===== config.mk =====
export PLATFORM = sky130hd
export DESIGN_NAME = regfile_writeback_flat
export DESIGN_NICKNAME = d
export VERILOG_FILES = /design/src/rtl/regfile_writeback_if.sv /design/src/rtl/regfile_writeback.sv /design/src/flat_wrapper.sv
export SDC_FILE = /design/constraint.sdc
export NUM_CORES = 1
export LEC_CHECK = 0
export CORE_ASPECT_RATIO = 0.5
export CORE_MARGIN = 4
export CORE_UTILIZATION = 45
export DETAILED_ROUTE_END_ITERATION = 8
export PLACE_DENSITY_LB_ADDON = 0.1
export SLEW_MARGIN = 15
export SYNTH_ARGS = -nofsm -noshare
export SYNTH_HDL_FRONTEND = slang
export SYNTH_SLANG_ARGS = --single-unit

===== constraint.sdc =====
create_clock -name Clock -period 2.6 [get_ports Clock]
set_input_delay 0.52 -clock Clock [delete_from_list [all_inputs] [get_ports Clock]]
set_output_delay 0.52 -clock Clock [all_outputs]
set_load 0.02 [all_outputs]

===== src/rtl/regfile_writeback_if.sv =====
// Write-back bus: decode issue, ALU and load results in; register file write port and busy mask out.
interface regfile_writeback_if #(
  parameter int DATA_W = 18,
  parameter int ADDR_W = 4
);
  logic                   IssueValid;
  logic [ADDR_W-1:0]      IssueDest;
  logic                   AluValid;
  logic [ADDR_W-1:0]      AluDest;
  logic [DATA_W-1:0]      AluData;
  logic                   MemValid;
  logic                   MemReady;
  logic [ADDR_W-1:0]      MemDest;
  logic [DATA_W-1:0]      MemData;
  logic                   WriteEnable;
  logic [ADDR_W-1:0]      WriteSelect;
  logic [DATA_W-1:0]      WriteData;
  logic [(1<<ADDR_W)-1:0] BusyMask;

  modport master (
    output IssueValid, IssueDest, AluValid, AluDest, AluData, MemValid, MemDest, MemData,
    input  MemReady, WriteEnable, WriteSelect, WriteData, BusyMask
  );
  modport slave (
    input  IssueValid, IssueDest, AluValid, AluDest, AluData, MemValid, MemDest, MemData,
    output MemReady, WriteEnable, WriteSelect, WriteData, BusyMask
  );
endinterface


===== src/rtl/regfile_writeback.sv =====
// Serialises ALU results (priority) and buffered load results onto the single register file
// write port, and tracks destinations that are issued but not yet written.
module regfile_writeback #(
  parameter int DATA_W = 18,
  parameter int ADDR_W = 4,
  parameter int DEPTH  = 4
) (
  input logic Clock,
  input logic Clear,
  regfile_writeback_if.slave bus
);
  localparam int NREG  = 1 << ADDR_W;
  localparam int PTR_W = $clog2(DEPTH);
  localparam int CNT_W = PTR_W + 1;
  localparam logic [CNT_W-1:0] FULL = CNT_W'(DEPTH);

  logic [ADDR_W-1:0] fifoDest [DEPTH];
  logic [DATA_W-1:0] fifoData [DEPTH];
  logic [PTR_W-1:0]  wrPtr, rdPtr;
  logic [CNT_W-1:0]  count;
  logic [NREG-1:0]   busy;

  logic              writeEnable;
  logic [ADDR_W-1:0] writeSelect;
  logic [DATA_W-1:0] writeData;

  logic              memReady, push, pop, launch;
  logic [ADDR_W-1:0] launchDest;
  logic [DATA_W-1:0] launchData;
  logic [NREG-1:0]   setMask, clrMask;

  // Ready depends only on occupancy, so a full FIFO never accepts even while popping.
  assign memReady = Clear && (count < FULL);
  assign push     = bus.MemValid && memReady;
  assign pop      = !bus.AluValid && (count != '0);

  always_comb begin
    launch     = bus.AluValid || pop;
    launchDest = bus.AluValid ? bus.AluDest : fifoDest[rdPtr];
    launchData = bus.AluValid ? bus.AluData : fifoData[rdPtr];
    setMask    = '0;
    clrMask    = '0;
    if (bus.IssueValid) setMask[bus.IssueDest] = 1'b1;
    if (launch)         clrMask[launchDest]    = 1'b1;
  end

  // Payload storage needs no reset; occupancy is governed by the pointers and count.
  always_ff @(posedge Clock) begin
    if (push) begin
      fifoDest[wrPtr] <= bus.MemDest;
      fifoData[wrPtr] <= bus.MemData;
    end
  end

  always_ff @(posedge Clock) begin
    if (!Clear) begin
      wrPtr       <= '0;
      rdPtr       <= '0;
      count       <= '0;
      busy        <= '0;
      writeEnable <= 1'b0;
      writeSelect <= '0;
      writeData   <= '0;
    end else begin
      if (push) wrPtr <= wrPtr + 1'b1;
      if (pop)  rdPtr <= rdPtr + 1'b1;
      count <= count + CNT_W'(push) - CNT_W'(pop);
      // A new issue to the register being written wins over the clear.
      busy        <= (busy & ~clrMask) | setMask;
      writeEnable <= launch;
      if (launch) begin
        writeSelect <= launchDest;
        writeData   <= launchData;
      end
    end
  end

  assign bus.MemReady    = memReady;
  assign bus.WriteEnable = writeEnable;
  assign bus.WriteSelect = writeSelect;
  assign bus.WriteData   = writeData;
  assign bus.BusyMask    = busy;
endmodule

===== src/flat_wrapper.sv =====
// flat-port wrapper written by rule: the top's interface ports become plain ports
module regfile_writeback_flat 
#(
  parameter int DATA_W = 18,
  parameter int ADDR_W = 4,
  parameter int DEPTH  = 4
)
  (Clock, Clear, bus_IssueValid, bus_IssueDest, bus_AluValid, bus_AluDest, bus_AluData, bus_MemValid, bus_MemDest, bus_MemData, bus_MemReady, bus_WriteEnable, bus_WriteSelect, bus_WriteData, bus_BusyMask);
  regfile_writeback_if #(.DATA_W(DATA_W), .ADDR_W(ADDR_W)) bus_i ();
  input logic Clock;
  input logic Clear;
  input wire logic [$bits(bus_i.IssueValid)-1:0] bus_IssueValid;
  input wire logic [$bits(bus_i.IssueDest)-1:0] bus_IssueDest;
  input wire logic [$bits(bus_i.AluValid)-1:0] bus_AluValid;
  input wire logic [$bits(bus_i.AluDest)-1:0] bus_AluDest;
  input wire logic [$bits(bus_i.AluData)-1:0] bus_AluData;
  input wire logic [$bits(bus_i.MemValid)-1:0] bus_MemValid;
  input wire logic [$bits(bus_i.MemDest)-1:0] bus_MemDest;
  input wire logic [$bits(bus_i.MemData)-1:0] bus_MemData;
  output wire logic [$bits(bus_i.MemReady)-1:0] bus_MemReady;
  output wire logic [$bits(bus_i.WriteEnable)-1:0] bus_WriteEnable;
  output wire logic [$bits(bus_i.WriteSelect)-1:0] bus_WriteSelect;
  output wire logic [$bits(bus_i.WriteData)-1:0] bus_WriteData;
  output wire logic [$bits(bus_i.BusyMask)-1:0] bus_BusyMask;
  assign bus_i.IssueValid = bus_IssueValid;
  assign bus_i.IssueDest = bus_IssueDest;
  assign bus_i.AluValid = bus_AluValid;
  assign bus_i.AluDest = bus_AluDest;
  assign bus_i.AluData = bus_AluData;
  assign bus_i.MemValid = bus_MemValid;
  assign bus_i.MemDest = bus_MemDest;
  assign bus_i.MemData = bus_MemData;
  assign bus_MemReady = bus_i.MemReady;
  assign bus_WriteEnable = bus_i.WriteEnable;
  assign bus_WriteSelect = bus_i.WriteSelect;
  assign bus_WriteData = bus_i.WriteData;
  assign bus_BusyMask = bus_i.BusyMask;
  regfile_writeback #(.DATA_W(DATA_W), .ADDR_W(ADDR_W), .DEPTH(DEPTH)) u_core (.Clock(Clock), .Clear(Clear), .bus(bus_i));
endmodule

==> run summary <==
Status: completed
WL/cell: 17.0 um
Filler cells: 950
Cell Area, Synth: 5450 sq um
TritonCTS clock tree: done
Setup TNS: 0 ns
Hold WC Path Type: register to register
Post-route clock period utilization: 0.969
Diode count: 0
Yosys cell types: 47
Cells after Synth: 391
Via count: 3490
Die W: 164 um
Initial antenna violation count: 0
Skew final: 0.0144 ns
Vias per cell: 5.10
Drt pass-1 iters: 4
Max VDD drop: 0.000460 V
Tmin final: 2.52 ns
Fmax: 397 MHz
Clk_lat worst skew: 0.42 ns
# Max-Cap Violations: 0
Required time of the critical path: 2.08 ns
Pwr dens: 897 nW/um^2
HPWL after DPL: 8010 um
I/O Pins: 93
Nets: 566
CTS sink cnt: 136
CP Class: primary input to primary output
Reg area: 3600 sq um
Slew margin rel.: 0.655
Antenna viol nets, final: 0
Number of cells upsized or downsized after cts: 0
DRC viols: 0
Arrival time at the worst endpoint: 2.00 ns
Area Overhead vs Synth: 34.0%
Drt total wl: 11600 um
H-tree levels: 4
Fin area: 7310 sq um
Slew of the pin with the lowest slew margin: 0.517 ns
Cell Area, Placed: 6720 sq um
Utilization after layout: 0.617
Setup Buffers After CTS: 0
# rows: 28
Post-synth ARST share: 0
GR Util All Layers: 0.176
Post-Syn Nets: 451
Setup violators final: 0
CP Capture Type: primary output
P_leak: 2.57 nW
#FFs+latches synth: 136
RSZ-0062 raised after global routing: no
Hold_buf cts: 0
Slew Viols, Final: 0
Initial detailed-routing violation count: 222
Die height: 85.8 um
Multi-input logic area: 1700 sq um
EDFF count, synth: 88
Yosys warnings: 0
TritonCTS buffer count: 17
Layout cells sized above 1: 0.150
Critical Path Start Type: primary input
Main synth FF type: edfxtp_1
Starting Density: 0.460
Final hold vios: 0
Remaining Overflow, GRT: 0
PortBufs: 92
CTS max path bufs: 2
Mean Syn Cell Area: 13.9 sq um
Worst-path fanout max: 3
Clk slew on worst S/H paths: 0.06 ns
Largest net degree at the start of global routing: 39
Vias in the first global route: 3502
Die area: 14000 sq um
Root buffer cell: clkbuf_16
First-pass GRT wire length: 18700 um
GP Congestion: 0.784
Register area share after synthesis: 0.661
Core Area: 11800 sq um
synth_stat cells (4+ instances only):
| library cell | n | area, sq um |
|---|---|---|
| a21oi_1 | 6 | 30.0 |
| nor2_1 | 32 | 120 |
| buf_2 | 4 | 20.0 |
| o22ai_1 | 7 | 43.8 |
| nand2b_1 | 5 | 31.3 |
| nor3_1 | 8 | 40.0 |
| clkbuf_1 | 16 | 60.1 |
| mux2i_1 | 6 | 60.1 |
| and3_1 | 6 | 37.5 |
| and2_1 | 4 | 25.0 |
| edfxtp_1 | 88 | 2640 |
| inv_1 | 7 | 26.3 |
| dfxtp_1 | 48 | 961 |
| a311oi_1 | 19 | 166 |
| ha_1 | 6 | 75.1 |
| mux4_1 | 7 | 184 |
| a32o_1 | 8 | 80.1 |
| mux4_2 | 11 | 248 |
| nand2_1 | 58 | 218 |
| nand4_1 | 5 | 31.3 |
per-layer routing:
metal  vias to the layer above  wire, um  GRT usage
li1                       1726         -          -
met1                      1681      5450      0.237
met2                        72      5530      0.282
met3                        11       560     0.0466
met4                         0       106     0.0594
met5                         -         0          0
worst max-delay path, cell delays in order:
cell and delay, ns:
clkdlybuf4s50_1 0.54, clkinv_1 0.13, nor2_1 0.17, clkdlybuf4s50_1 0.64
worst paths after layout:
kind	start	end	slack [ns]	depth (start not counted)
worst max-delay path	Clear	bus_MemReady	0.08	4
worst min register to register	u_core.bus.WriteSelect[0]	u_core.bus.WriteSelect[0]	0.45	2
worst min-delay path	u_core.bus.WriteSelect[0]	u_core.bus.WriteSelect[0]	0.45	2
worst max register to register	register	u_core.bus.BusyMask[4]	0.43	5
layout make-up:
type                            instances  share of cell area
Clock buffer                           18              0.0587
Clock inverter                         14              0.0221
Inverter                                8             0.00411
Multi-Input combinational cell        224               0.233
Sequential cell                       136               0.493
Tap cell                              165              0.0283
Timing Repair Buffer                  119               0.161
flip-flops by register name, indices dropped and copies added (netlist names), named ones only:
name / flops
u_core.bus.WriteEnable: 1
u_core.fifoDest: 16
u_core.count: 3
u_core.rdPtr: 2
u_core.bus.WriteSelect: 4
u_core.bus.BusyMask: 16
u_core.fifoData: 72
u_core.bus.WriteData: 18
u_core.wrPtr: 2
power breakdown:
| group | internal (mW) | switching [mW] | leakage (nW) | total [mW] |
|---|---|---|---|---|
| sequential | 2.51 | 0.128 | 1.19 | 2.64 |
| clock | 1.44 | 0.951 | 0.280 | 2.39 |
| combinational | 0.760 | 0.773 | 1.10 | 1.53 |
cell families (layout without fill, tap and decap cells):
| logic type | count (synthesis) | in the layout | share of synthesized area |
|---|---|---|---|
| and+or+nand+nor | 138 | 138 | 0.119 |
| buffers and inverters | 31 | 159 | 0.0266 |
| muxes | 26 | 26 | 0.0948 |
| AOI/OAI and AO/OA | 48 | 48 | 0.0730 |
| adders and majority gates | 7 | 7 | 0.0174 |
| DFF | 136 | 136 | 0.661 |
| xor gates and xnor gates | 5 | 5 | 0.00804 |
per-stage QoR:
stage	instances	hold WS, ns	total power, mW	setup slack [ns]
finish	684	0.451	6.56	0.0805
global route	684	0.479	6.88	0.00715
CTS	684	0.455	6.63	0.0780
detailed placement	652	0.446	4.23	0.0109
global placement	652	0.444	4.22	0.0115
floorplan	391	0.485	3.65	0.161
layout by cell type, fill, tap and decap left out, types with 7 or more instances in the layout:
cell type        count
clkdlybuf4s50_1     92
edfxtp_1            88
nand2_1             58
dfxtp_1             48
nor2_1              32
buf_4               23
a311oi_1            19
clkbuf_16           17
mux4_2              11
nor3_1               8
a32o_1               8
inv_6                8
inv_1                7
o22ai_1              7
mux4_1               7
Power figures use the tool's default switching activity.
==> RTL change (config.mk and constraints unchanged) <==
`DATA_W` is set to 18 in 3 places; all go to 9.
--- a/src/rtl/regfile_writeback_if.sv
+++ b/src/rtl/regfile_writeback_if.sv
@@ -1,6 +1,6 @@
 // Write-back bus: decode issue, ALU and load results in; register file write port and busy mask out.
 interface regfile_writeback_if #(
-  parameter int DATA_W = 18,
+  parameter int DATA_W = 9,
   parameter int ADDR_W = 4
 );
   logic                   IssueValid;
--- a/src/rtl/regfile_writeback.sv
+++ b/src/rtl/regfile_writeback.sv
@@ -1,7 +1,7 @@
 // Serialises ALU results (priority) and buffered load results onto the single register file
 // write port, and tracks destinations that are issued but not yet written.
 module regfile_writeback #(
-  parameter int DATA_W = 18,
+  parameter int DATA_W = 9,
   parameter int ADDR_W = 4,
   parameter int DEPTH  = 4
 ) (
--- a/src/flat_wrapper.sv
+++ b/src/flat_wrapper.sv
@@ -1,7 +1,7 @@
 // flat-port wrapper written by rule: the top's interface ports become plain ports
 module regfile_writeback_flat 
 #(
-  parameter int DATA_W = 18,
+  parameter int DATA_W = 9,
   parameter int ADDR_W = 4,
   parameter int DEPTH  = 4
 )
Interface: changed (resized bus_AluData, bus_MemData and bus_WriteData); port bits go from 93 to 66. The function was not compared with the original's and may differ.
==> RTL change against the unedited design <==
  * Sequential share of layout area down 1.8 points
  * Register-to-register slack better by 40 ps
  * Power down 37%
  * Sequential cell count down 45
  * Synthesized area down 32%
  * Routed wire length down 34%
  * Design area down 33%
  * Worst setup slack better by 110 ps
  * Largest cell class unchanged
==> RTL change: results (changes against the unedited design) <==
Worst setup path
  • Flop-to-flop setup slack: 470 ps (was 430 ps)
  • R2r worst-path depth: 7 (was 5)
  • R2R Path End: u_core.bus.BusyMask[0]$_SDFF_PN0_ (was u_core.bus.BusyMask[4]$_SDFF_PN0_)

Timing
  • Worst hold slack: 475 ps (was 451 ps)
  • Slew headroom: 0.631 (was 0.655)
  • Minimum clock period: 2410 ps (was 2520 ps)
  • Clk_skew: 4.60 ps (was 14.4 ps)

Layout
  • Max FFs per register: 36 (was 72)
  • Final non-filler cell total: 474 (was 684)
  • Nets: 399 (was 566)
  • Area Growth Syn to Fin: 32.0% (was 34.0%)
  • Share of cells above drive strength 1: 0.135 (was 0.150)

Hold path
  • Hold path endpoint: u_core.bus.WriteSelect[1]$_SDFFE_PN0P_ (was u_core.bus.WriteSelect[0]$_SDFFE_PN0P_)
  • Min-delay src: u_core.bus.WriteSelect[1]$_SDFFE_PN0P_ (was u_core.bus.WriteSelect[0]$_SDFFE_PN0P_)

Power and ir drop
  • Combinational gate power: 1110 µW (was 1530 µW)
  • P_sw: 1170 µW (was 1850 µW)
  • Sw Share: 0.282 (about the same)
  • Peak VDD IR: 0.461 mV (was 0.460 mV)
  • Clock power frac: 0.309 (was 0.364)
  • Leakage power: 0.00183 µW (was 0.00257 µW)

Global routing
  • GR Layer Usage met1: 0.214 (was 0.237)
  • First-pass GRT wire length: 12400 µm (was 18700 µm)
  • Largest net degree at the start of global routing: 43 (was 39)
  • Vias in the first global route: 2496 (was 3502)
  • GRT met3 Usage: 0.0582 (was 0.0466)

Yosys
  • Synth area leaders: edfxtp_1 (42%), dfxtp_1 (21%), mux4_2 (5.4%) (was edfxtp_1 (48%), dfxtp_1 (18%), mux4_2 (4.5%))
  • Post-Syn Instances: 272 (was 391)
  • Synth Net Count: 314 (was 451)
  • Count of cell types in the netlist: 44 (was 47)
  • Sequential cell area fraction in the yosys report: 0.628 (was 0.661)
  • Primary FF master, synth: edfxtp_1 (unchanged)
  • Post-synth top cells: edfxtp_1 (52), dfxtp_1 (39), nand2_1 (24) (was edfxtp_1 (88), nand2_1 (58), dfxtp_1 (48))
  • Ys Warns: 0 (unchanged)
  • EDFF count, synth: 52 (was 88)

Clock network
  • Num CTS Buffers: 9 (was 17)
  • Worst-path clk slew: 60 ps (about the same)
  • Clk_lat worst skew: 330 ps (was 420 ps)
  • CTS H-Tree Depth: 3 (was 4)
  • Setup Fix Bufs, Post-CTS: 0 (unchanged)

Run status
  • Status: finished clean (unchanged)

Route
  • M1 WL: 3420 µm (was 5450 µm)
  • Wire length on met2: 3640 µm (was 5530 µm)
  • Wirelength per Cell: 16.3 µm (was 17.0 µm)
  • Vias/cell: 5.30 (was 5.10)
  • 1st-iter DRT viols: 135 (was 222)
  • Drt first pass iters: 5 (was 4)

Placed design
  • Placed Cells: 458 (was 652)
  • Place WS: -33.1 ps (was 10.9 ps)
  • Area post-placement: 4630 µm² (was 6720 µm²)
  • GP Congestion: 0.820 (was 0.784)
  • Port-buffer cells: 65 (was 92)
  • Final HPWL DP: 5550 µm (was 8010 µm)
RTL change: changes by cell type in the layout (fill, tap and decap cells not counted), sizes merged, moves of 7 or more:
cell | before | now
edfxtp | 88 | 52
nand2 | 58 | 24
nor2 | 33 | 4
clkdlybuf4s50 | 92 | 65
a311oi | 19 | 0
mux2i | 7 | 17
o21ai | 0 | 10
dfxtp | 48 | 39
mux4 | 18 | 9
o211a | 0 | 9
clkbuf | 18 | 10
o22ai | 7 | 0
RTL change: cells by family (layout without fill, tap and decap cells):
kind of cell	after synthesis	count (layout)	synth area share
AND/OR/NAND/NOR	79	79	0.113
buffers and inverters	20	110	0.0235
multiplexers	26	26	0.0999
flip-flops	91	91	0.628
AO/OA/AOI/OAI	44	44	0.0986
XOR/XNOR	5	5	0.0117
adder cells (fa/ha/maj)	7	7	0.0255
RTL change: layout make-up:
cell class                 instances  area share
timing repair buffer              87       0.166
multi-input combinational        161       0.264
clock buffer                      10      0.0465
sequential                        91       0.475
inverter                           7     0.00533
tap                              112      0.0284
clock inverter                     6      0.0147
